**src/rtl/rwave_stream_detect.sv**
```systemverilog
// ---------------------------------------------------------------------------
// rwave_stream_detect
//
// Streaming R-peak detector for the level-3 approximation (cA) path of the
// wavelet front end. Samples arrive one per accepted beat. The block waits
// for a programmable QRS window [win_start, win_end] and tracks the extremum
// inside it. When the window closes, it compares the best magnitude against
// a signed threshold. It then reports the peak through a one-cycle Rp pulse,
// or flags a one-cycle miss pulse. After each window a refractory count of
// accepted samples runs, and a one-deep pending register holds the next
// window so that back-to-back beats are not lost.
//
// Ports
//   clk_i        rising-edge clock
//   rst_i        asynchronous active-high reset
//   enable_i     global qualifier; when low every register holds
//   s_valid_i    sample strobe (accepted when s_valid_i & enable_i)
//   s_data_i     signed cA sample
//   win_load_i   latch win_start_i/win_end_i/thr_i/mode_neg_i as next window
//   win_start_i  first sample index of the search window
//   win_end_i    last sample index of the search window (inclusive)
//   thr_i        signed detection threshold, compared against magnitude
//   mode_neg_i   1 = search most-negative excursion, 0 = most-positive
//   r_peak_o     raw signed sample at the last detected peak
//   r_pos_o      sample index of the last detected peak
//   rp_o         one-cycle pulse, peak accepted, r_peak_o/r_pos_o updated
//   miss_o       one-cycle pulse, window closed below threshold
//   busy_o       high while a window is armed, searched, closed or refracting
// ---------------------------------------------------------------------------
module rwave_stream_detect #(
    parameter int DW          = 17,
    parameter int PW          = 12,
    parameter int REFRACT_LEN = 40
) (
    input  logic                 clk_i,
    input  logic                 rst_i,
    input  logic                 enable_i,
    input  logic                 s_valid_i,
    input  logic signed [DW-1:0] s_data_i,
    input  logic                 win_load_i,
    input  logic        [PW-1:0] win_start_i,
    input  logic        [PW-1:0] win_end_i,
    input  logic signed [DW-1:0] thr_i,
    input  logic                 mode_neg_i,
    output logic signed [DW-1:0] r_peak_o,
    output logic        [PW-1:0] r_pos_o,
    output logic                 rp_o,
    output logic                 miss_o,
    output logic                 busy_o
);

    localparam int CW = (REFRACT_LEN > 0) ? $clog2(REFRACT_LEN + 1) : 1;

    localparam logic signed [DW-1:0] SMAX = {1'b0, {(DW-1){1'b1}}};
    localparam logic signed [DW-1:0] SMIN = {1'b1, {(DW-1){1'b0}}};

    typedef enum logic [2:0] {
        ST_IDLE,
        ST_ARM,
        ST_SEARCH,
        ST_CLOSE,
        ST_REFRACT
    } state_e;

    state_e state_q, state_d;

    logic        [PW-1:0] idx_q, idx_d;

    // Active window parameters, latched when the window is armed.
    logic        [PW-1:0] win_start_q, win_start_d;
    logic        [PW-1:0] win_end_q, win_end_d;
    logic signed [DW-1:0] win_thr_q, win_thr_d;
    logic                 win_neg_q, win_neg_d;

    // One-deep pending window written while the detector is busy.
    logic                 pend_valid_q, pend_valid_d;
    logic        [PW-1:0] pend_start_q, pend_start_d;
    logic        [PW-1:0] pend_end_q, pend_end_d;
    logic signed [DW-1:0] pend_thr_q, pend_thr_d;
    logic                 pend_neg_q, pend_neg_d;

    // Running best candidate inside the current window.
    logic signed [DW-1:0] best_mag_q, best_mag_d;
    logic signed [DW-1:0] best_raw_q, best_raw_d;
    logic        [PW-1:0] best_pos_q, best_pos_d;

    logic        [CW-1:0] refract_cnt_q, refract_cnt_d;

    logic signed [DW-1:0] r_peak_q, r_peak_d;
    logic        [PW-1:0] r_pos_q, r_pos_d;
    logic                 rp_q, rp_d;
    logic                 miss_q, miss_d;

    logic                 accept;
    logic signed [DW-1:0] mag;

    assign accept = enable_i & s_valid_i;

    // Inverted-QRS mode negates the sample. The most negative code has no
    // positive counterpart, so it saturates to the largest positive value.
    always_comb begin
        mag = s_data_i;
        if (win_neg_q) begin
            if (s_data_i == SMIN) begin
                mag = SMAX;
            end else begin
                mag = -s_data_i;
            end
        end
    end

    // Next-state logic. The pulse outputs default to zero on every cycle,
    // so a close step that waits on a low enable_i only delays its pulse.
    always_comb begin
        state_d       = state_q;
        idx_d         = idx_q;
        win_start_d   = win_start_q;
        win_end_d     = win_end_q;
        win_thr_d     = win_thr_q;
        win_neg_d     = win_neg_q;
        pend_valid_d  = pend_valid_q;
        pend_start_d  = pend_start_q;
        pend_end_d    = pend_end_q;
        pend_thr_d    = pend_thr_q;
        pend_neg_d    = pend_neg_q;
        best_mag_d    = best_mag_q;
        best_raw_d    = best_raw_q;
        best_pos_d    = best_pos_q;
        refract_cnt_d = refract_cnt_q;
        r_peak_d      = r_peak_q;
        r_pos_d       = r_pos_q;
        rp_d          = 1'b0;
        miss_d        = 1'b0;

        if (enable_i) begin
            if (accept) begin
                idx_d = idx_q + 1'b1;
            end

            // While busy, a load goes to the pending slot. A later load
            // overwrites an earlier one.
            if (win_load_i && (state_q != ST_IDLE)) begin
                pend_valid_d = 1'b1;
                pend_start_d = win_start_i;
                pend_end_d   = win_end_i;
                pend_thr_d   = thr_i;
                pend_neg_d   = mode_neg_i;
            end

            case (state_q)
                ST_IDLE: begin
                    if (win_load_i) begin
                        win_start_d  = win_start_i;
                        win_end_d    = win_end_i;
                        win_thr_d    = thr_i;
                        win_neg_d    = mode_neg_i;
                        pend_valid_d = 1'b0;
                        state_d      = ST_ARM;
                    end else if (pend_valid_q) begin
                        win_start_d  = pend_start_q;
                        win_end_d    = pend_end_q;
                        win_thr_d    = pend_thr_q;
                        win_neg_d    = pend_neg_q;
                        pend_valid_d = 1'b0;
                        state_d      = ST_ARM;
                    end
                end

                ST_ARM: begin
                    if (accept && (idx_q == win_start_q)) begin
                        best_mag_d = mag;
                        best_raw_d = s_data_i;
                        best_pos_d = idx_q;
                        if (win_start_q == win_end_q) begin
                            state_d = ST_CLOSE;
                        end else begin
                            state_d = ST_SEARCH;
                        end
                    end
                end

                // A strict compare keeps the earliest sample on a tie.
                ST_SEARCH: begin
                    if (accept) begin
                        if (mag > best_mag_q) begin
                            best_mag_d = mag;
                            best_raw_d = s_data_i;
                            best_pos_d = idx_q;
                        end
                        if (idx_q == win_end_q) begin
                            state_d = ST_CLOSE;
                        end
                    end
                end

                ST_CLOSE: begin
                    if (best_mag_q >= win_thr_q) begin
                        rp_d     = 1'b1;
                        r_peak_d = best_raw_q;
                        r_pos_d  = best_pos_q;
                    end else begin
                        miss_d = 1'b1;
                    end
                    if (REFRACT_LEN == 0) begin
                        state_d = ST_IDLE;
                    end else begin
                        refract_cnt_d = CW'(REFRACT_LEN);
                        state_d       = ST_REFRACT;
                    end
                end

                ST_REFRACT: begin
                    if (accept) begin
                        if (refract_cnt_q <= CW'(1)) begin
                            refract_cnt_d = '0;
                            state_d       = ST_IDLE;
                        end else begin
                            refract_cnt_d = refract_cnt_q - 1'b1;
                        end
                    end
                end

                default: begin
                    state_d = ST_IDLE;
                end
            endcase
        end
    end

    // State register. A reset in the middle of a window discards the window
    // without producing a pulse.
    always_ff @(posedge clk_i or posedge rst_i) begin
        if (rst_i) begin
            state_q       <= ST_IDLE;
            idx_q         <= '0;
            win_start_q   <= '0;
            win_end_q     <= '0;
            win_thr_q     <= '0;
            win_neg_q     <= 1'b0;
            pend_valid_q  <= 1'b0;
            pend_start_q  <= '0;
            pend_end_q    <= '0;
            pend_thr_q    <= '0;
            pend_neg_q    <= 1'b0;
            best_mag_q    <= '0;
            best_raw_q    <= '0;
            best_pos_q    <= '0;
            refract_cnt_q <= '0;
            r_peak_q      <= '0;
            r_pos_q       <= '0;
            rp_q          <= 1'b0;
            miss_q        <= 1'b0;
        end else begin
            state_q       <= state_d;
            idx_q         <= idx_d;
            win_start_q   <= win_start_d;
            win_end_q     <= win_end_d;
            win_thr_q     <= win_thr_d;
            win_neg_q     <= win_neg_d;
            pend_valid_q  <= pend_valid_d;
            pend_start_q  <= pend_start_d;
            pend_end_q    <= pend_end_d;
            pend_thr_q    <= pend_thr_d;
            pend_neg_q    <= pend_neg_d;
            best_mag_q    <= best_mag_d;
            best_raw_q    <= best_raw_d;
            best_pos_q    <= best_pos_d;
            refract_cnt_q <= refract_cnt_d;
            r_peak_q      <= r_peak_d;
            r_pos_q       <= r_pos_d;
            rp_q          <= rp_d;
            miss_q        <= miss_d;
        end
    end

    assign r_peak_o = r_peak_q;
    assign r_pos_o  = r_pos_q;
    assign rp_o     = rp_q;
    assign miss_o   = miss_q;
    assign busy_o   = (state_q != ST_IDLE);

endmodule

```
**config.mk**
```make
export PLATFORM = sky130hd
export DESIGN_NAME = rwave_stream_detect
export DESIGN_NICKNAME = d
export VERILOG_FILES = /design/src/rtl/rwave_stream_detect.sv
export SDC_FILE = /design/constraint.sdc
export NUM_CORES = 1
export LEC_CHECK = 0
export BUFFER_PORTS_ARGS = -buffer_cell sky130_fd_sc_hd__buf_2
export CAP_MARGIN = 20
export CORE_ASPECT_RATIO = 0.8
export CORE_MARGIN = 4
export CORE_UTILIZATION = 35
export CTS_CLUSTER_DIAMETER = 30
export DETAILED_ROUTE_END_ITERATION = 16
export PLACE_DENSITY = 0.57
export SYNTH_ARGS = -nofsm -noshare
export SYNTH_HDL_FRONTEND = slang
export SYNTH_SLANG_ARGS = --single-unit
```
**constraint.sdc**
```tcl
create_clock -name clk_i -period 8.05 [get_ports clk_i]
set_clock_uncertainty 0.2 [all_clocks]
set_input_delay 0.805 -clock clk_i [delete_from_list [all_inputs] [get_ports clk_i]]
set_output_delay 0.805 -clock clk_i [all_outputs]
set_load 0.005 [all_outputs]
```
# Word level (Yosys, flattened, before mapping)
# Index checks and enable logic that the tools add are counted.
# word_totals
ff_bits	183
wordCells	99
# op_classes
add_sub_neg	3
order_cmp	3
eq_ne	15
muxes	44
bitwise	1
n_reduce_logical	14
# ops
cell	count
$mux W17	10
$mux W12	7
$pmux W17 S2	2
$eq A12 B12 Y1	3
$pmux W12 S2	1
$mux W3	7
$eq A17 B17 Y1 const B	1
$ge A17 B17 Y1	1
$gt A17 B17 Y1	1
$neg A17 Y17	1
$pmux W3 S5	1
$mux W1	13
$add A12 B1 Y12 const B	1
$mux W6	2
$ne A2 B2 Y1 const B	6
$pmux W6 S2	1
$reduce_and A3 Y1	3
$reduce_and A7 Y1	1
$eq A3 B2 Y1 const B	2
$le A6 B1 Y1 const B	1
$reduce_bool A2 Y1	3
$sub A6 B1 Y6 const B	1
$reduce_and A5 Y1	1
$reduce_and A2 Y1	2
7 further kinds	8

# Logic depth before layout (Yosys ltp)
# depth
depth_word	7
mapped_depth	17

# Worst setup path after synthesis
# No wires, ideal clock.
# synth_path
path_kind	input to register
startpoint	input port s_data_i[1]
endpoint	register best_pos_q[0]
setup_ns	0.125
t_arrival_ns	4.015
required_time_ns	7.725
path_slack_ns	3.710
path_stages	17
path_cell_list	inv_1 -> ha_1 -> or3b_4 -> nor4_4 -> and2b_4 -> buf_8 -> nor2_1 -> a31oi_1 -> ha_1 -> nand3_1 -> o21bai_1 -> a311o_1 -> a31oi_1 -> o221a_2 -> buf_6 -> buf_6 -> mux2_2
# synth_via
elab_chain_len	6
elab_cells_between_ends	7
# synth_lines
item	line	text
start: declaration	39	input logic signed [DW-1:0] s_data_i,
$neg A17 Y17 / $eq A17 B17 Y1 (equally long branches)	107, 104	
$mux W17 *	104	if (s_data_i == SMIN) begin
$mux W17 *	103	if (win_neg_q) begin
named net mag[3]	95	logic signed [DW-1:0] mag;
$gt A17 B17 Y1 *	185	if (mag > best_mag_q) begin
$ne A2 B2 Y1 (no line) *	--	
$reduce_and A5 Y1 (no line) *	--	
end signal: assignment	267	best_pos_q <= best_pos_d;
end: declaration	85	logic [PW-1:0] best_pos_q, best_pos_d;
# The timed path passes the listed nets; every way through them passes the cells marked *.
# A chain may end at the register's enable or synchronous reset.

# Worst setup path after layout
# layout_path
startpoint	input port s_data_i[0]
endpoint	register best_pos_q[5]
# Same word-level chain as after synthesis.

==> run metrics <==
status completed; Tcrit/Tclk final 0.601; hold_buf cts 0; placed insts 1226; R2R cell count 11; CP Max Fanout 31; Tightest Pin Transition approximately 0.95 ns; slowest stage cell, crit path o221a_2; final net count 997; synth warn 0; Worst Hold Class reg2reg; Core Region 0.0256 mm²; setup TNS 0 ns; first-pass GRT wire length 33.6 mm; largest net degree at the start of global routing 106; Switching Share 0.346; Max Buffers Root-to-Sink 2; Synth Cell Area just over 0.009 mm²; drt first pass iters 5; worst path required time between 8 and 9 ns; most frequent cell after synthesis dfrtp_1; Skew-Pair Late Insertion Delay 0.44 ns; cts repair resizes 0; Crit path arrival time 4.96 ns; LEAKAGE 4.95 nW; Yosys cell types 63; gr usage total 0.144; H-tree levels 4; Synth top cells by count 183 x dfrtp_1, 117 x mux2_2, 69 x a21oi_1; hold_sp refract_cnt_q[5]; CTS tree built; Crit Reg-Reg Endpoint best_pos_q[5]; Hold EP refract_cnt_q[5]; I/O Buffers 95; vias in the first global route between 6000 and 7000; Crit Path Category in2reg; largest cells by area after synthesis dfrtp_1 50%, mux2_2 14%, ha_1 5.1%; Worst VDD drop 0.153 mV; Avg Cell Area, Syn 11.4 µm²; CP Cell Sequence buf_2 > inv_1 > ha_1 > or3b_4 > nor4_4 > and2b_4 > o21ai_0 > o21ai_1 > ha_1 > nand3_1 > o21bai_1 > a311o_1 > a31oi_1 > o221a_2 > buf_4 > mux2_2; final setup fails 0; routed vias/inst a little under 5; share of flip-flops with an asynchronous set or reset 1.00; MaxCap Viol Count 0; Psw roughly 0.0012 W; reg2reg start win_neg_q; Syn Nets 915; Die Span Y 153 µm; clk sink count 183; RSZ-0062 raised after global routing false; most frequent CP cell ha_1; Power Dens Cells 323 mW/mm²; Routed wire per std cell 16.2 µm; vias 6259; Critical Path End Type register; fraction of layout cells with a size suffix above 1 0.292; die width 190 µm; clock root cell clkbuf_16; fin cells 1259; hold depth 1; Comb pwr share 0.310; CP bufs+invs 3; Layout area overhead 15.0%; Synth top area share 0.496; Reg clk slew, reported paths 0.07 ns; total wire length 20.4 mm; die area roughly 0.029 mm²; Max transition margin 0.366; max incr delay on CP 0.48 ns; post-synthesis register bit count 183; Clock power frac 0.247; antenna fix cells 0; achievable clock frequency 207 MHz; Slew Viols, Final 0; Remaining DRCs 0; sequential cell fraction of total power 0.443; Synth area leader dfrtp_1; Post-DP HPWL about 15 mm; crit path launch type primary input; Inserted Clock Buffers 17; Starting Density 0.360; minimum clock period just under 5 ns; register area share after synthesis 0.496; FP Rows 52; total congestion overflow 0; Hold Vio Cnt, Final 0; initial drt markers 335; gate count after technology mapping between 800 and 900; setup slack, reg-to-reg 3.59 ns; predominant post-synthesis flop cell dfrtp_1; num ports 96; internal power 0.00224 W; critical path's top delay family compound AO/OA/AOI/OAI gates; post-CTS setup buffer count 0; Final ANT Viol Nets 0; initial antenna violation count 0; Final GP Congestion 0.839; number of synthesized flops with an enable pin 0
[placed cells by master, fill, tap and decap left out, types with 3 or more instances in the layout]
master       n
dfrtp_1    183
mux2_2     117
buf_2       95
a21oi_1     69
nor2_1      62
inv_1       46
mux2i_1     43
ha_1        38
xor2_1      28
nand2_1     22
o21ai_0     22
xnor2_1     19
clkbuf_16   17
nand3_1     14
nor3_1      10
nand4_1     10
nor4_1       8
buf_4        6
or3_1        5
a21o_1       5
a31oi_1      5
nand2b_1     5
and3_1       4
o41ai_1      4
inv_6        4
o211ai_1     3
nor2b_1      3
o22ai_1      3
o21ai_1      3
clkinv_4     3
inv_8        3
[sequential cells by signal (all words and copies together), names as in the netlist, 3 cells and up]
| register | count |
|---|---|
| best_mag_q | 17 |
| best_raw_q | 17 |
| pend_thr_q | 17 |
| r_peak_o | 17 |
| win_thr_q | 17 |
| best_pos_q | 12 |
| idx_q | 12 |
| pend_end_q | 12 |
| pend_start_q | 12 |
| r_pos_o | 12 |
| win_end_q | 12 |
| win_start_q | 12 |
| refract_cnt_q | 6 |
| state_q | 3 |
[worst max-delay path by stage]
stage | slack, ns | endpoint | depth (start not counted) | startpoint
2_1_floorplan | 2.07 | best_mag_q[0] | 1 | rst_i
5_1_grt | 2.88 | best_pos_q[5] | 16 | s_data_i[0]
4_1_cts | 3.22 | best_pos_q[5] | 16 | s_data_i[0]
3_3_place_gp | 2.84 | best_pos_q[8] | 16 | s_data_i[0]
6_report | 3.21 | best_pos_q[5] | 16 | s_data_i[0]
3_5_place_dp | 2.76 | best_pos_q[4] | 16 | s_data_i[0]
[cell type report]
| cell class | instances | area, µm² |
|---|---|---|
| Clock buffer | 19 | 453 |
| Clock inverter | 13 | 136 |
| Fill cell | 2520 | 15000 |
| Inverter | 48 | 185 |
| Multi-Input combinational cell | 543 | 4280 |
| Sequential cell | 183 | 4580 |
| Tap cell | 351 | 439 |
| Timing Repair Buffer | 102 | 548 |
[stage by stage]
stage | cell area [µm²] | power [W] | setup WS [ns] | hold slack (ns) | util
floorplan | 9240 | 0.00227 | 2.07 | 0.253 | -
global placement | 10000 | 0.00257 | 2.84 | 0.281 | 0.390
detailed placement | 10000 | 0.00260 | 2.76 | 0.291 | 0.390
CTS | 10600 | 0.00347 | 3.22 | 0.296 | 0.413
global route | 10600 | 0.00371 | 2.88 | 0.309 | 0.414
finish | 10600 | 0.00343 | 3.21 | 0.298 | 0.414
[cell families after synthesis]
kind of cell / count (synthesis) / share of synthesized area
buffers and inverters: 87 / 0.0415
and+or+nand+nor: 161 / 0.0886
muxes: 160 / 0.189
DFF: 183 / 0.496
xor gates and xnor gates: 47 / 0.0446
AOI/OAI and AO/OA: 137 / 0.0889
adders and majority gates: 38 / 0.0515
[power groups by stage]
stage	logic, W	clock network (W)	registers (W)
finish	0.00106	0.000848	0.00152
global route	0.00123	0.000908	0.00157
CTS	0.00107	0.000870	0.00152
detailed placement	0.00106	0	0.00154
global placement	0.00104	0	0.00153
floorplan	0.000832	0	0.00144
[per-layer routing]
layer	vias to the layer above	routed length (µm)	track usage
li1	3050	-	-
met1	3090	10300	0.208
met2	102	9240	0.220
met3	17	694	0.0315
met4	0	210	0.0362
met5	-	0	0
No activity file was read; power rests on OpenSTA's default activity.
